`src/rtl/uart_sched_pkg.sv`:
```
// Purpose: shared types and register map for the UART TX scheduler and its APB master.
// Latency: n/a (types and constants only).
// Backpressure: n/a.
package uart_sched_pkg;

    typedef enum logic [2:0] {
        ST_INIT_PR,
        ST_INIT_CTRL,
        ST_IDLE,
        ST_POLL,
        ST_WRITE
    } state_e;

    // One APB transfer request handed from the scheduler FSM to the APB master.
    typedef struct packed {
        logic [31:0] addr;
        logic        write;
        logic [31:0] wdata;
    } apb_req_t;

    localparam logic [31:0] TXDATA_ADDR = 32'h0000_0000;
    localparam logic [31:0] PR_ADDR     = 32'h0000_0004;
    localparam logic [31:0] STATUS_ADDR = 32'h0000_0008;
    localparam logic [31:0] CTRL_ADDR   = 32'h0000_000C;
    localparam logic [31:0] PR_INIT     = 32'd7;
    localparam logic [31:0] CTRL_INIT   = 32'h0000_0003;
    localparam int          TXFULL_BIT  = 0;

endpackage

```
`src/rtl/apb_master_if.sv`:
```
// Purpose: single-outstanding APB master; turns a start strobe into setup + access phases.
// Latency: setup the cycle after start, access next; done pulses on the PREADY cycle.
// Backpressure: access phase holds while PREADY is low; start is honoured only when idle or on done.
module apb_master_if
    import uart_sched_pkg::*;
(
    input  logic        clk_i,
    input  logic        rst_ni,
    input  logic        start_i,
    input  apb_req_t    req_i,
    input  logic        pready_i,
    output logic        psel_o,
    output logic        penable_o,
    output logic        pwrite_o,
    output logic [31:0] paddr_o,
    output logic [31:0] pwdata_o,
    output logic        done_o,
    output logic        idle_o
);

    logic     psel_q, psel_d;
    logic     penable_q, penable_d;
    apb_req_t req_q, req_d;
    logic     done;
    logic     idle;

    assign done = psel_q & penable_q & pready_i;
    assign idle = ~psel_q;

    // Phase sequencing: a start on the done cycle chains straight into the next setup phase.
    always_comb begin
        psel_d    = psel_q;
        penable_d = penable_q;
        req_d     = req_q;
        if (start_i && (idle || done)) begin
            psel_d    = 1'b1;
            penable_d = 1'b0;
            req_d     = req_i;
        end else if (psel_q && !penable_q) begin
            penable_d = 1'b1;
        end else if (done) begin
            psel_d    = 1'b0;
            penable_d = 1'b0;
        end
    end

    // Phase and request registers; address/data held stable across setup and access.
    always_ff @(posedge clk_i or negedge rst_ni) begin
        if (!rst_ni) begin
            psel_q    <= 1'b0;
            penable_q <= 1'b0;
            req_q     <= '0;
        end else begin
            psel_q    <= psel_d;
            penable_q <= penable_d;
            req_q     <= req_d;
        end
    end

    assign psel_o    = psel_q;
    assign penable_o = penable_q;
    assign pwrite_o  = req_q.write;
    assign paddr_o   = req_q.addr;
    assign pwdata_o  = req_q.wdata;
    assign done_o    = done;
    assign idle_o    = idle;

endmodule

```
`src/rtl/uart_tx_scheduler.sv`:
```
// Purpose: brings up the UART over APB, then round-robins two byte requesters onto the TX data register.
// Latency: bring-up 4 cycles; 5 cycles per byte (accept, status poll, data write) with zero-wait APB.
// Backpressure: req_ready pulses only in IDLE; a full TX FIFO is re-polled, PREADY low stretches access.
module uart_tx_scheduler
    import uart_sched_pkg::*;
(
    input  logic        PCLK,
    input  logic        PRESETn,
    input  logic [1:0]  req_valid,
    input  logic [7:0]  req_data0,
    input  logic [7:0]  req_data1,
    output logic [1:0]  req_ready,
    output logic [31:0] PADDR,
    output logic        PSEL,
    output logic        PENABLE,
    output logic        PWRITE,
    output logic [31:0] PWDATA,
    input  logic [31:0] PRDATA,
    input  logic        PREADY,
    output logic        init_done,
    output logic        busy,
    output logic        grant_id
);

    state_e     state_q, state_d;
    logic       init_done_q, init_done_d;
    logic       busy_q, busy_d;
    logic       grant_q, grant_d;
    logic       last_q, last_d;
    logic [7:0] data_q, data_d;

    logic       winner;
    logic       apb_start;
    apb_req_t   apb_req;
    logic       apb_done;
    logic       apb_idle;
    logic       tx_full;
    logic       unused_prdata;

    assign tx_full       = PRDATA[TXFULL_BIT];
    assign unused_prdata = ^PRDATA;

    apb_master_if u_apb (
        .clk_i     (PCLK),
        .rst_ni    (PRESETn),
        .start_i   (apb_start),
        .req_i     (apb_req),
        .pready_i  (PREADY),
        .psel_o    (PSEL),
        .penable_o (PENABLE),
        .pwrite_o  (PWRITE),
        .paddr_o   (PADDR),
        .pwdata_o  (PWDATA),
        .done_o    (apb_done),
        .idle_o    (apb_idle)
    );

    // Round-robin pick: on a tie the requester not granted last wins.
    always_comb begin
        winner = 1'b0;
        if (req_valid == 2'b11) begin
            winner = ~last_q;
        end else if (req_valid[1]) begin
            winner = 1'b1;
        end
    end

    // Next-state and APB request generation; each transfer is launched on the done of the previous one.
    always_comb begin
        state_d     = state_q;
        init_done_d = init_done_q;
        busy_d      = busy_q;
        grant_d     = grant_q;
        last_d      = last_q;
        data_d      = data_q;
        req_ready   = 2'b00;
        apb_start   = 1'b0;
        apb_req     = '{addr: STATUS_ADDR, write: 1'b0, wdata: 32'h0};
        unique case (state_q)
            ST_INIT_PR: begin
                apb_req = '{addr: PR_ADDR, write: 1'b1, wdata: PR_INIT};
                if (apb_idle) begin
                    apb_start = 1'b1;
                end
                if (apb_done) begin
                    state_d   = ST_INIT_CTRL;
                    apb_start = 1'b1;
                    apb_req   = '{addr: CTRL_ADDR, write: 1'b1, wdata: CTRL_INIT};
                end
            end
            ST_INIT_CTRL: begin
                if (apb_done) begin
                    state_d     = ST_IDLE;
                    init_done_d = 1'b1;
                end
            end
            ST_IDLE: begin
                if (|req_valid) begin
                    req_ready[winner] = 1'b1;
                    data_d            = winner ? req_data1 : req_data0;
                    grant_d           = winner;
                    busy_d            = 1'b1;
                    state_d           = ST_POLL;
                    apb_start         = 1'b1;
                end
            end
            ST_POLL: begin
                if (apb_done) begin
                    apb_start = 1'b1;
                    if (!tx_full) begin
                        state_d = ST_WRITE;
                        apb_req = '{addr: TXDATA_ADDR, write: 1'b1, wdata: {24'h0, data_q}};
                    end
                end
            end
            ST_WRITE: begin
                if (apb_done) begin
                    busy_d  = 1'b0;
                    last_d  = grant_q;
                    state_d = ST_IDLE;
                end
            end
            default: begin
                state_d = ST_INIT_PR;
            end
        endcase
    end

    // State, held byte and arbitration history; reset discards any held byte and restarts bring-up.
    always_ff @(posedge PCLK or negedge PRESETn) begin
        if (!PRESETn) begin
            state_q     <= ST_INIT_PR;
            init_done_q <= 1'b0;
            busy_q      <= 1'b0;
            grant_q     <= 1'b0;
            last_q      <= 1'b1;
            data_q      <= 8'h00;
        end else begin
            state_q     <= state_d;
            init_done_q <= init_done_d;
            busy_q      <= busy_d;
            grant_q     <= grant_d;
            last_q      <= last_d;
            data_q      <= data_d;
        end
    end

    assign init_done = init_done_q;
    assign busy      = busy_q;
    assign grant_id  = grant_q;

endmodule

```
`config.mk`:
```
export PLATFORM = sky130hd
export DESIGN_NAME = uart_tx_scheduler
export DESIGN_NICKNAME = d
export VERILOG_FILES = /design/src/rtl/uart_sched_pkg.sv /design/src/rtl/apb_master_if.sv /design/src/rtl/uart_tx_scheduler.sv
export SDC_FILE = /design/constraint.sdc
export NUM_CORES = 1
export LEC_CHECK = 0
export CAP_MARGIN = 0
export CORE_AREA = 2 2 99 101
export DETAILED_ROUTE_END_ITERATION = 16
export DIE_AREA = 0 0 101 103
export PLACE_DENSITY = 0.71
export SYNTH_ARGS = -nofsm -noshare
export SYNTH_HDL_FRONTEND = slang
export SYNTH_HIERARCHICAL = 1
export SYNTH_SLANG_ARGS = --single-unit
```
`constraint.sdc`:
```
create_clock -name PCLK -period 2.95 [get_ports PCLK]
set_clock_uncertainty 0.2 [all_clocks]
set_input_delay 0.295 -clock PCLK [delete_from_list [all_inputs] [get_ports PCLK]]
set_output_delay 0.295 -clock PCLK [all_outputs]
set_load 0.02 [all_outputs]
```
# Word level (Yosys, flattened, before mapping)
# Cells that the tools add are included.
totals:
  wordCells: 75
  out_inout_bits: 72
  ff_bits: 82
  in_bits: 53
op_classes:
  n_mux: 29
  reduce_logical: 17
  n_lt_le_gt_ge: 2
  eq_ne: 12
  bitwise: 4
ops:
  columns: ["op", "n"]
  rows:
  - ["2-to-1 mux 37 bit", 3]
  - ["case mux 37 bit (2 select lines)", 1]
  - ["2-to-1 mux 3 bit", 5]
  - ["2-to-1 mux 1 bit", 13]
  - ["case mux 3 bit (4 select lines)", 1]
  - ["!= test 2 x 1 -> 1 bit (second input constant)", 5]
  - ["2-to-1 mux 8 bit", 1]
  - ["AND reduction 2 bit", 4]
  - ["equality test 3 x 2 -> 1 bit (second input constant)", 2]
  - ["AND reduction 5 bit", 1]
  - ["2-to-1 mux 2 bit", 2]
  - ["!= test 2 bit (second input constant)", 2]
  - ["nonzero test 2 bit", 2]
  - ["OR reduction 2 bit", 2]
  - ["equality test 3 x 1 -> 1 bit (second input constant)", 1]
  - ["equality test 3 bit (second input constant)", 1]
  - ["logical AND 1 bit", 3]
  - ["zero test 3 bit", 1]
  - ["case mux 1 bit (3 select lines)", 1]
  - ["AND reduction 3 bit", 1]
  - ["nonzero test 3 bit", 1]
  - ["AND 1 bit", 2]
  - ["equality test 2 bit (second input constant)", 1]
  - ["less-than comparator 1 x 2 -> 1 bit (second input constant)", 1]
  - ["other kinds (6)", 7]

# Longest topological paths before layout
logic_depth:
  word_depth: 8
  ltp_mapped: 8
  ltp_nobuf: 5

# Modules after synthesis
# Netlist, hierarchy kept.
by_module_without_submodules:
  columns: ["mod", "instances", "area_per_inst_um2", "seq_area_each_um2", "cells_each"]
  rows:
  - ["apb_master_if", 1, 2777.7, 1676.6, 146]
  - ["uart_tx_scheduler", 1, 884.6, 376.6, 92]

# Worst setup path before layout
# No wires, ideal clock.
synth_path:
  path_type: "reg2reg"
  startpoint: "register u_apb.penable_q, in the netlist u_apb/penable_o"
  endpoint: "register u_apb.req_q, in the netlist u_apb/paddr_o[0]"
  arrival_ns: 2.412
  period_less_slack_ns: 2.737
  path_stages_with_launch: 9
  path_buffers: 3
  t_required_ns: 2.625
  setup_time_ns: 0.125
  setup_slack_ns: 0.213
  path_cell_list: "dfrtp_1 > and3_1 > buf_2 > nand2_1 > a2111oi_0 > nand2_4 > buf_12 > buf_12 > mux2_4"
synth_via:
  elab_chain_cells: 5
  elab_cells_between_ends: 9
  classes_between: "mux (5); bitwise (2); reduce/logical (2)"
synth_lines:
  columns: ["element", "line", "source"]
  rows:
  - ["start: declaration", "apb_master_if.sv:22", "logic penable_q, penable_d;"]
  - ["start signal: assignment", "apb_master_if.sv:55", "penable_q <= penable_d;"]
  - ["AND 1 bit * (2 in series)", "apb_master_if.sv:27", "assign done = psel_q & penable_q & pready_i;"]
  - ["net apb_done", "uart_tx_scheduler.sv:35", "logic apb_done;"]
  - ["2-to-1 mux 1 bit (on tied branches)", "uart_tx_scheduler.sv:108, uart_tx_scheduler.sv:85", null]
  - ["case mux 1 bit (3 select lines) *", "uart_tx_scheduler.sv:79", "unique case (state_q)"]
  - ["net apb_start", "uart_tx_scheduler.sv:33", "logic apb_start;"]
  - ["logical AND 1 bit *", "apb_master_if.sv:35", "if (start_i && (idle || done)) begin"]
  - ["end signal: assignment", "apb_master_if.sv:56", "req_q <= req_d;"]
  - ["end: declaration", "apb_master_if.sv:23", "apb_req_t req_q, req_d;"]
# The timed path passes the listed nets; every way through them passes the cells marked *.
# A chain may end at the register's enable or synchronous reset.

# Worst setup path after layout
layout_path:
  startpoint: "register state_q[1]"
  endpoint: "output port req_ready[0]"
layout_via:
  elab_chain_cells: 2
layout_lines:
  columns: ["element", "line", "source"]
  rows:
  - ["start: declaration", "uart_tx_scheduler.sv:25", "state_e state_q, state_d;"]
  - ["start signal: assignment", "uart_tx_scheduler.sv:139", "state_q <= state_d;"]
  - ["equality test 3 x 2 -> 1 bit", "uart_tx_scheduler.sv:79", null]
  - ["2-to-1 mux 2 bit", "uart_tx_scheduler.sv:79", null]
  - ["end: declaration", "uart_tx_scheduler.sv:12", "output logic [1:0] req_ready,"]
# Every way passes these cells.

==> metrics.txt <==
Vias/cell 4.54; average routed wire per standard cell ~13 µm; Post-synth EDFFs 0; footprint of the multi-input gates 1620 µm²; Primary FF master, synth dfrtp_1; Worst R2R Path Depth 7; post-synth cell types 43; Mapped Cells 238; starting density of the core 0.387; clk_lat worst skew 0.34 ns; Post-CTS Resized 0; maximum fanout along the worst path 13; area added between synthesis and finish 38.1%; # port buffers 93; max-cap violation count 0; fmax 368 MHz; Final Hold Vio Count 0; CP arrival 2.22 ns; final WL 6480 µm; root buf cell clkbuf_8; highest-count cells in the layout ignoring fill and taps clkdlybuf4s50_1 (92), dfrtp_1 (81), conb_1 (54); layout cells sized above 1 0.243; num ports about 130; DR vias 2293; die width ~100 µm; Diodes inserted 0; number of global-route vias before repair approximately 2200; first-pass iteration count of the detailed router 4; Setup-failing EPs final 0; number of synthesized register bits around 80; Cell Count, Final, Fillers Out 505; crit path to req_ready[0]; Die ar. 10400 µm²; Mean Syn Cell Area 15.4 µm²; H-Tree Depth 3; Yosys warnings 6; core area 9460 µm²; post-route ant nets 0; pwr dens approximately 1200 nW/µm²; Worst R2R End u_apb/pwrite_o; origin of the worst setup path state_q[1]; GRT Overall Usage 0.132; crit start category flop; Post-CTS Setup Bufs 0; CTS tree done; placer congestion estimate ~0.73; RSZ-0062 raised after global routing false; die height between 100 and 150 µm; min cycle time layout around 2.7 ns; first-pass GRT wire length 10700 µm; status completed; FF+latch area a little over 2000 µm²; Seq/Total Area, Yosys 0.561; hold depth 1; Post-DP HPWL 4460 µm; total CTS buffers 9; fin nets 439; largest net degree at the start of global routing 83; CTS clk-pin slew, worst paths 0.08 ns; setup TNS 0 ns; flop2flop setup slack 0.43 ns; Worst R2R Start state_q[1]; critical path class flop to output port; clk buf depth 2; Core Rows 36; Slew @ Worst Pin 1.03 ns; total gr overflow 0; post-route clock period utilization 0.921; Fill cells 826; leak pwr 2.40 nW; max-slew violation count 0; initial antenna violation count 0; Worst VDD drop between 500 and 600 µV; WP data required 2.46 ns; Hold Crit Start init_done; Crit. End Element output port; fraction of registers with async set/reset 1.00; min-delay worst type flop to flop; Residual DRC 0; Post-Place Cells 488; Netlist Area Pre-Place ~3700 µm²; CTS Sinks 82; Initial DRC Count 92; most common cell after layout, fill and taps aside clkdlybuf4s50_1; relative slew slack 0.316; CTS Hold Bufs 1
-- per-stage QoR --
step	instance area, µm²	util	total power [W]	worst slack (ns)	hold WS, ns
floorplan	3860	-	0.00410	0.213	-0.201
global placement	4820	0.510	0.00509	0.270	0.263
detailed placement	4820	0.510	0.00517	0.220	0.267
CTS	5060	0.535	0.00609	0.213	0.287
global route	5060	0.535	0.00637	0.130	0.306
finish	5060	0.535	0.00602	0.232	0.277
-- Yosys cell counts (2+ instances only) --
master	n	share of area
a21o_1	3	0.0061
a21oi_1	2	0.0027
a31oi_1	2	0.0034
and2_1	6	0.010
and3_1	2	0.0034
buf_12	6	0.033
buf_2	3	0.0041
clkbuf_1	4	0.0041
dfrtp_1	81	0.55
inv_1	6	0.0061
mux2_2	16	0.049
mux2_4	50	0.20
nand2_1	4	0.0041
nand3b_1	7	0.014
nor2_1	3	0.0031
nor2b_1	3	0.0051
nor3_1	4	0.0055
o21ai_0	3	0.0041
o21ai_1	2	0.0027
o221a_1	7	0.022
or2_1	2	0.0034
-- worst min-delay path by stage --
stage | to | slack (ns)
2_1_floorplan | busy | -0.20
3_3_place_gp | init_done | 0.26
3_5_place_dp | init_done | 0.27
4_1_cts | init_done | 0.29
5_1_grt | init_done | 0.31
6_report | init_done | 0.28
-- cell families (layout without fill, tap and decap cells) --
| family | count (synthesis) | after routing | synth area share |
|---|---|---|---|
| mux | 67 | 67 | 0.257 |
| simple gates | 37 | 37 | 0.0632 |
| other cells | 1 | 54 | 0.00102 |
| compound gates | 29 | 29 | 0.0666 |
| flops | 82 | 82 | 0.561 |
| buf+inv | 22 | 122 | 0.0512 |
-- flip-flops by register name, summed over array words and instances (netlist names), 3 cells and up --
register and cells:
state_q 3, u_apb/paddr_o 32, data_q 8, u_apb/pwdata_o 32
-- where the power goes --
part / total (W) / internal (W) / switching, W
Sequential: 0.00200 / 0.00166 / 0.000342
Clock: 0.000904 / 0.000483 / 0.000420
Combinational: 0.00311 / 0.00180 / 0.00131
Total: 0.00602 / 0.00394 / 0.00207
-- area by class of cell --
type,count,area share
inverters,7,0.00520
flip-flops and latches,82,0.406
repair buffers,99,0.195
multi-input cells,187,0.320
well taps,114,0.0282
clock buffers,9,0.0245
clock inverters,7,0.0203
-- worst max-delay path: stages (launching register included) --
cell and delay (ns):
dfrtp_1 0.56, nor3b_2 0.26, or3b_1 0.40, inv_2 0.06, clkdlybuf4s50_1 0.60
-- per-layer routing --
metal | up-vias | part of all wire | track usage
li1 | 1094 | - | -
met1 | 1118 | 0.45 | 0.167
met2 | 71 | 0.48 | 0.213
met3 | 10 | 0.058 | 0.0346
met4 | 0 | 0.015 | 0.0624
met5 | - | 0 | 0
Note: power is estimated with default switching activity, not from simulation.
